[src/rtl/shad_flag_stack.sv]
// shad_flag_stack: LIFO of WIDTH-bit flag snapshots for nested interrupts.
// PUSH saves the live flags on interrupt entry, POP discards the top entry on
// return; OUT presents the top snapshot (zero when empty) to the restore mux.
// Build option: define SHAD_WRAP_EN to make a push-when-full overwrite the
// oldest entry (circular buffer) instead of being dropped with ERR set.
module shad_flag_stack #(
  parameter int WIDTH = 2,
  parameter int DEPTH = 4
) (
  input  logic                         CLK,
  input  logic                         RST_N,
  input  logic [WIDTH-1:0]             IN,
  input  logic                         PUSH,
  input  logic                         POP,
  input  logic                         ERR_CLR,
  output logic [WIDTH-1:0]             OUT,
  output logic [$clog2(DEPTH+1)-1:0]   CNT,
  output logic                         FULL,
  output logic                         EMPTY,
  output logic                         ERR
);

  localparam int CW = $clog2(DEPTH + 1);
  localparam int PW = $clog2(DEPTH);
  localparam logic [CW-1:0] LP_DEPTH = CW'(DEPTH);
  localparam logic [PW-1:0] LP_LAST  = PW'(DEPTH - 1);

  // Entry storage and bookkeeping. r_wp is the next write slot; the top of
  // stack sits one slot below it, modulo DEPTH. When full, r_wp also points
  // at the oldest entry, which is what a wrapping push overwrites.
  logic [WIDTH-1:0] r_mem [DEPTH];
  logic [PW-1:0]    r_wp;
  logic [CW-1:0]    r_cnt;
  logic             r_err;

  logic [PW-1:0]    w_top;
  logic [PW-1:0]    w_wp_inc;
  logic             w_full;
  logic             w_empty;
  logic             w_wr_en;
  logic [PW-1:0]    w_wr_idx;
  logic [PW-1:0]    w_wp_nxt;
  logic [CW-1:0]    w_cnt_nxt;
  logic             w_err_set;

  // Status decodes and modulo-DEPTH pointer neighbours.
  always_comb begin
    w_full   = (r_cnt == LP_DEPTH);
    w_empty  = (r_cnt == '0);
    w_top    = (r_wp == '0)     ? LP_LAST : r_wp - PW'(1);
    w_wp_inc = (r_wp == LP_LAST) ? '0     : r_wp + PW'(1);
  end

  // Operation decode: selects write slot, next pointer/count and error event.
  always_comb begin
    w_wr_en   = 1'b0;
    w_wr_idx  = r_wp;
    w_wp_nxt  = r_wp;
    w_cnt_nxt = r_cnt;
    w_err_set = 1'b0;
    unique case ({PUSH, POP})
      2'b10: begin
        if (!w_full) begin
          w_wr_en   = 1'b1;
          w_wp_nxt  = w_wp_inc;
          w_cnt_nxt = r_cnt + CW'(1);
        end else begin
`ifdef SHAD_WRAP_EN
          w_wr_en   = 1'b1;
          w_wp_nxt  = w_wp_inc;
`else
          w_err_set = 1'b1;
`endif
        end
      end
      2'b01: begin
        if (!w_empty) begin
          w_wp_nxt  = w_top;
          w_cnt_nxt = r_cnt - CW'(1);
        end else begin
          w_err_set = 1'b1;
        end
      end
      2'b11: begin
        // Replace-top when something is stored; on an empty stack there is
        // no top to replace, so it degenerates to a plain push.
        w_wr_en = 1'b1;
        if (w_empty) begin
          w_wp_nxt  = w_wp_inc;
          w_cnt_nxt = r_cnt + CW'(1);
        end else begin
          w_wr_idx  = w_top;
        end
      end
      default: ;
    endcase
  end

  // Entry array: cleared on reset, single write port otherwise.
  always_ff @(posedge CLK) begin
    if (!RST_N) begin
      for (int unsigned i = 0; i < DEPTH; i++) begin
        r_mem[i] <= '0;
      end
    end else if (w_wr_en) begin
      r_mem[w_wr_idx] <= IN;
    end
  end

  // Pointer, count and sticky error; an error event beats ERR_CLR.
  always_ff @(posedge CLK) begin
    if (!RST_N) begin
      r_wp  <= '0;
      r_cnt <= '0;
      r_err <= 1'b0;
    end else begin
      r_wp  <= w_wp_nxt;
      r_cnt <= w_cnt_nxt;
      if (w_err_set) begin
        r_err <= 1'b1;
      end else if (ERR_CLR) begin
        r_err <= 1'b0;
      end
    end
  end

  // Output decodes of registered state.
  always_comb begin
    OUT   = w_empty ? '0 : r_mem[w_top];
    CNT   = r_cnt;
    FULL  = w_full;
    EMPTY = w_empty;
    ERR   = r_err;
  end

endmodule

[config.mk]
export PLATFORM = sky130hd
export DESIGN_NAME = shad_flag_stack
export DESIGN_NICKNAME = d
export VERILOG_FILES = /design/src/rtl/shad_flag_stack.sv
export SDC_FILE = /design/constraint.sdc
export NUM_CORES = 1
export LEC_CHECK = 0
export CAP_MARGIN = 20
export CORE_ASPECT_RATIO = 0.5
export CORE_MARGIN = 4
export CORE_UTILIZATION = 30
export CTS_CLUSTER_SIZE = 16
export DETAILED_ROUTE_END_ITERATION = 8
export PLACE_DENSITY = 0.49
export SYNTH_ARGS = -nofsm -noshare
export SYNTH_HDL_FRONTEND = slang
export SYNTH_SLANG_ARGS = --single-unit
[constraint.sdc]
create_clock -name CLK -period 4.25 [get_ports CLK]
set_clock_uncertainty 0.15 [all_clocks]
set_input_delay 1.0625 -clock CLK [delete_from_list [all_inputs] [get_ports CLK]]
set_output_delay 1.0625 -clock CLK [all_outputs]
set_load 0.005 [all_outputs]
# --- After elaboration in Yosys (flattened, before gate mapping) ---
# Memory sizes are Yosys's and may differ from the RTL's.
# Cells that the tools add are included.
op_classes:
  order_cmp: 0
  n_mux: 26
  reduce_logical: 7
  n_shift: 0
  bitwise_logic: 0
  add_sub_neg: 4
  eq_ne: 8
  div: 0
  mul: 0
op_table:
  columns: ["op", "n"]
  rows:
  - ["2-bit two-way mux", 9]
  - ["1-bit two-way mux", 10]
  - ["3-bit two-way mux", 3]
  - ["3-bit case mux with 3 select lines", 1]
  - ["2-bit equality test, second input constant", 3]
  - ["2-bit inequality test, second input constant", 3]
  - ["2-bit case mux with 3 select lines", 1]
  - ["1-bit case mux with 2 select lines", 2]
  - ["4-bit AND reduction", 1]
  - ["3-bit by 1-bit adder with 3-bit output, second input constant", 1]
  - ["3-bit equality test, second input constant", 1]
  - ["3-bit logical NOT", 1]
  - ["3-bit AND reduction", 1]
  - ["3-bit nonzero test", 1]
  - ["3-bit by 1-bit subtractor with 3-bit output, second input constant", 1]
  - ["2-bit by 1-bit adder with 2-bit output, second input constant", 1]
  - ["2-bit by 1-bit equality test with 1-bit output, second input constant", 1]
  - ["2-bit logical NOT", 1]
  - ["2-bit nonzero test", 1]
  - ["2-bit OR reduction", 1]
  - ["2-bit by 1-bit subtractor with 2-bit output, second input constant", 1]
word_totals:
  output_inout_bits: 8
  latchBits: 0
  register_bits: 6
  ram_bits: 8
  word_cells: 49
  mem_count: 1
  input_bits: 7
  mem_bits_ro: 0
memory_table:
  columns: ["memory", "words", "word_bits", "read_ports", "rd_clocked_by_memory_dff", "write_ports", "line_no", "text"]
  rows:
  - ["r_mem", 4, 2, 1, 0, 4, "31", "logic [WIDTH-1:0] r_mem [DEPTH];"]

# --- Depth between registers and ports, before layout ---
logic_depth:
  ltp_word: 8
  mapped_depth: 8

# --- Worst setup path after synthesis ---
# Ideal clock, no wire load.
synth_timing:
  path_type: "reg2out"
  start: "reg r_wp[0]"
  end: "out OUT[1]"
  t_arrival_ps: 1488
  stages_incl_launch_ff: 7
  slack_ps: 1550
  path_buffers: 1
  path_cell_list: "dfxtp_1 buf_2 inv_1 ha_1 nand2b_1 mux4_2 nor2b_1"
synth_between:
  elab_chain_cells: 4
synth_rtl:
  columns: ["element", "line_no", "text"]
  rows:
  - ["from (decl)", "32", "logic [PW-1:0] r_wp;"]
  - ["from (signal assigned)", "117", "r_wp <= w_wp_nxt;"]
  - ["2-bit by 1-bit subtractor with 2-bit output or 2-bit logical NOT (tied branches)", "50", "w_top = (r_wp == '0) ? LP_LAST : r_wp - PW'(1);"]
  - ["2-bit two-way mux *", "50", null]
  - ["memory 4 x 2 bit *", null, null]
  - ["2-bit two-way mux *", "129", "OUT = w_empty ? '0 : r_mem[w_top];"]
  - ["to (decl)", "16", "output logic [WIDTH-1:0] OUT,"]
# Mark *: on every way between the ends. The rest lies on a longest branch, timed or not.

# --- Worst setup path after layout ---
# Same ends and word-level chain as after synthesis.

==> impl_metrics.tcl <==
set metrics [dict create \
    outcome "completed" \
    switchingPower_w 0.0002531 \
    cp-endpoint "OUT[1]" \
    synth-main-ff-cell "edfxtp_1" \
    port_buffers 14 \
    cts_hold_buf 0 \
    firstDrtPassIters 4 \
    nNetsFinal 125 \
    wl_per_cell_um 12.17 \
    crit_required_ns 3.04 \
    place_congestion 0.7596 \
    rsz0062_at_grt "no" \
    setup_violations 0 \
    power_frac_seq 0.334 \
    cts_max_level 1 \
    cts-buffers-inserted 3 \
    drv_slew 0 \
    period_minus_slack_ns 3.546 \
    cts_resized 0 \
    final_core_util 0.3860 \
    ir_worst_vdd_v 0.0001537 \
    area.growth.synth_to_final_pct 22.87 \
    track_usage 0.09620 \
    fillers 310 \
    die_height_um 47.60 \
    die_w_um 87.20 \
    synth.ff_latch_count 14 \
    clock_path_buffers 2 \
    synthTopCellsByCount "inv_1, edfxtp_1, nand2_1, nor2_1" \
    start_util 0.3141 \
    synth_cells 95 \
    finalHoldViolations 0 \
    critPathLaunchType "register" \
    netSwitchingFraction 0.3726 \
    synth_warnings 0 \
    num_rows 14 \
    dp_hpwl_um 1454 \
    ys_types 34 \
    viasPerCell 4.653 \
    drc 0 \
    drive_above_1_share 0.1000 \
    coreArea_sq_um 2995 \
    drt-total-wl_um 1826 \
    first_global_vias 642 \
    grt_pass1_wl_um 2980 \
    ff2ff_setup_slack_ns 2.16 \
    yosysMostFrequentCell "inv_1" \
    synth_area_leaders "edfxtp_1, dfxtp_1, ha_1" \
    clk_latency_ns 0.24 \
    hold_class "register to register" \
    fmax_mhz 282.0 \
    synth_edf_count 8 \
    arrival_ns 2.33 \
    synth_top_area_frac 0.2553 \
    synth_seq_area_share 0.3830 \
    path_max_fanout 9 \
    avgSynthCellArea_sq_um 9.904 \
    setup.worst_path.start "r_wp[0]" \
    r2r-end "r_mem[2][1]" \
    worstHoldStart "ERR" \
    drtIter0Drc 36 \
    antenna_cells 0 \
    r2r-start "r_wp[0]" \
    clock_sinks 14 \
    period_share 0.8344 \
    async_reset_ff_frac 0 \
    relSlewSlack 0.6004 \
    setup_tns_ns 0 \
    synthesis.area_sq_um 940.9 \
    path_clk_slew_ns 0.06 \
    internal_power_w 0.0004263 \
    p_leak_nw 0.4845 \
    cts_tree "built" \
    synth_fp_nets 109 \
    r2r_cells 6 \
    combPwrFrac 0.502 \
    clock_power_share 0.164 \
    power.density_nw_per_um2 587.6 \
    cap_violations 0 \
    post_cts_buffers 0 \
    cp-end-kind "primary output" \
    grt_max_degree 16 \
    antenna_found_initial 0 \
    num_io_pins 15 \
    ant_nets 0 \
    tightest_slew_ns 0.5975 \
    cts-root-buf "clkbuf_8" \
    critPathKind "register to primary output" \
    yosysTopAreaCell "edfxtp_1" \
    die_area_sq_um 4151 \
    grt_overflow_total 0 \
    vias 698 \
]
-- worst min path at each step --
stage | to | slack, ns | cells after the start
after floorplan | r_wp[1] | 0.33 | 2
after global placement | ERR | 0.35 | 2
after detailed placement | ERR | 0.35 | 2
after CTS | ERR | 0.37 | 2
after global routing | r_wp[1] | 0.40 | 2
final | ERR | 0.37 | 2
-- per-stage QoR --
step / hold slack (ns) / instance area (sq um) / total power, W / cells / worst slack, ns
floorplan: 0.3263 / 940.9 / 0.0004614 / 95 / 1.550
global placement: 0.3472 / 1111 / 0.0005742 / 146 / 1.002
detailed placement: 0.3502 / 1111 / 0.0005756 / 146 / 0.9849
CTS: 0.3729 / 1156 / 0.0006894 / 150 / 0.6899
global route: 0.4047 / 1156 / 0.0007364 / 150 / 0.5344
finish: 0.3683 / 1156 / 0.0006794 / 150 / 0.7037
-- logic make-up after synthesis --
group           after synthesis  synth area share
buf+inv                      16           0.07312
simple gates                 32            0.1875
mux                           5           0.07979
fa+ha+maj                     7            0.1011
xor+xnor                      2           0.01862
flops                        14            0.3830
compound gates               19            0.1569
-- power by group through the flow --
stage               registers, W  logic, W  clock network, W
floorplan               0.000207  0.000254                 0
detailed placement      0.000230  0.000346                 0
finish                  0.000227  0.000341          0.000111
CTS                     0.000227  0.000347          0.000116
global route            0.000233  0.000380          0.000123
global placement        0.000231  0.000343                 0
-- metal layers --
layer,global-route usage,vias to the layer above,share of wire
li1,-,359,-
met1,0.1237,324,0.50
met2,0.1584,13,0.44
met3,0.03780,2,0.046
met4,0.01835,0,0.0066
met5,0,-,0
-- critical path, cell delays in order (launching register included) --
cell	delay, ns
dfxtp_1	0.51
inv_1	0.13
ha_1	0.24
nand2b_1	0.19
mux4_2	0.43
nor2b_1	0.14
clkdlybuf4s50_1	0.45
-- sequential cells by signal, summed over array words and instances (netlist names) --
register  count
r_mem         8
CNT           3
r_wp          2
ERR           1
-- placed cells by master, fill, tap and decap left out --
| cell type | instances |
|---|---|
| clkdlybuf4s50_1 | 14 |
| fa_1 | 1 |
| edfxtp_1 | 8 |
| nor2_1 | 8 |
| o31a_1 | 4 |
| o21a_1 | 1 |
| nor2b_1 | 4 |
| a32oi_1 | 1 |
| mux4_2 | 2 |
| clkbuf_8 | 3 |
| ha_1 | 6 |
| nor3_1 | 2 |
| nand3b_4 | 1 |
| clkinv_1 | 1 |
| a21oi_1 | 1 |
| o21ai_1 | 2 |
| inv_2 | 1 |
| o211ai_1 | 1 |
| a22oi_1 | 1 |
| a31oi_1 | 1 |
| xor2_1 | 2 |
| nor4_1 | 1 |
| or3b_4 | 1 |
| a21oi_4 | 1 |
| nand2b_1 | 2 |
| o211a_1 | 2 |
| o21ai_0 | 3 |
| o21a_2 | 1 |
| nand3_1 | 4 |
| inv_1 | 12 |
| nand2_1 | 8 |
| nand3b_2 | 1 |
| mux2i_1 | 3 |
| dfxtp_1 | 6 |
-- final cells by class --
cell class | count | area (sq um) | area share
Clock buffer | 3 | 41.29 | 0.03571
Clock inverter | 1 | 3.754 | 0.003247
Inverter | 13 | 48.80 | 0.04221
Multi-Input combinational cell | 65 | 511.7 | 0.4426
Sequential cell | 14 | 360.3 | 0.3117
Tap cell | 40 | 50.05 | 0.04329
Timing Repair Buffer | 14 | 140.1 | 0.1212
No activity file was read; power rests on OpenSTA's default activity.
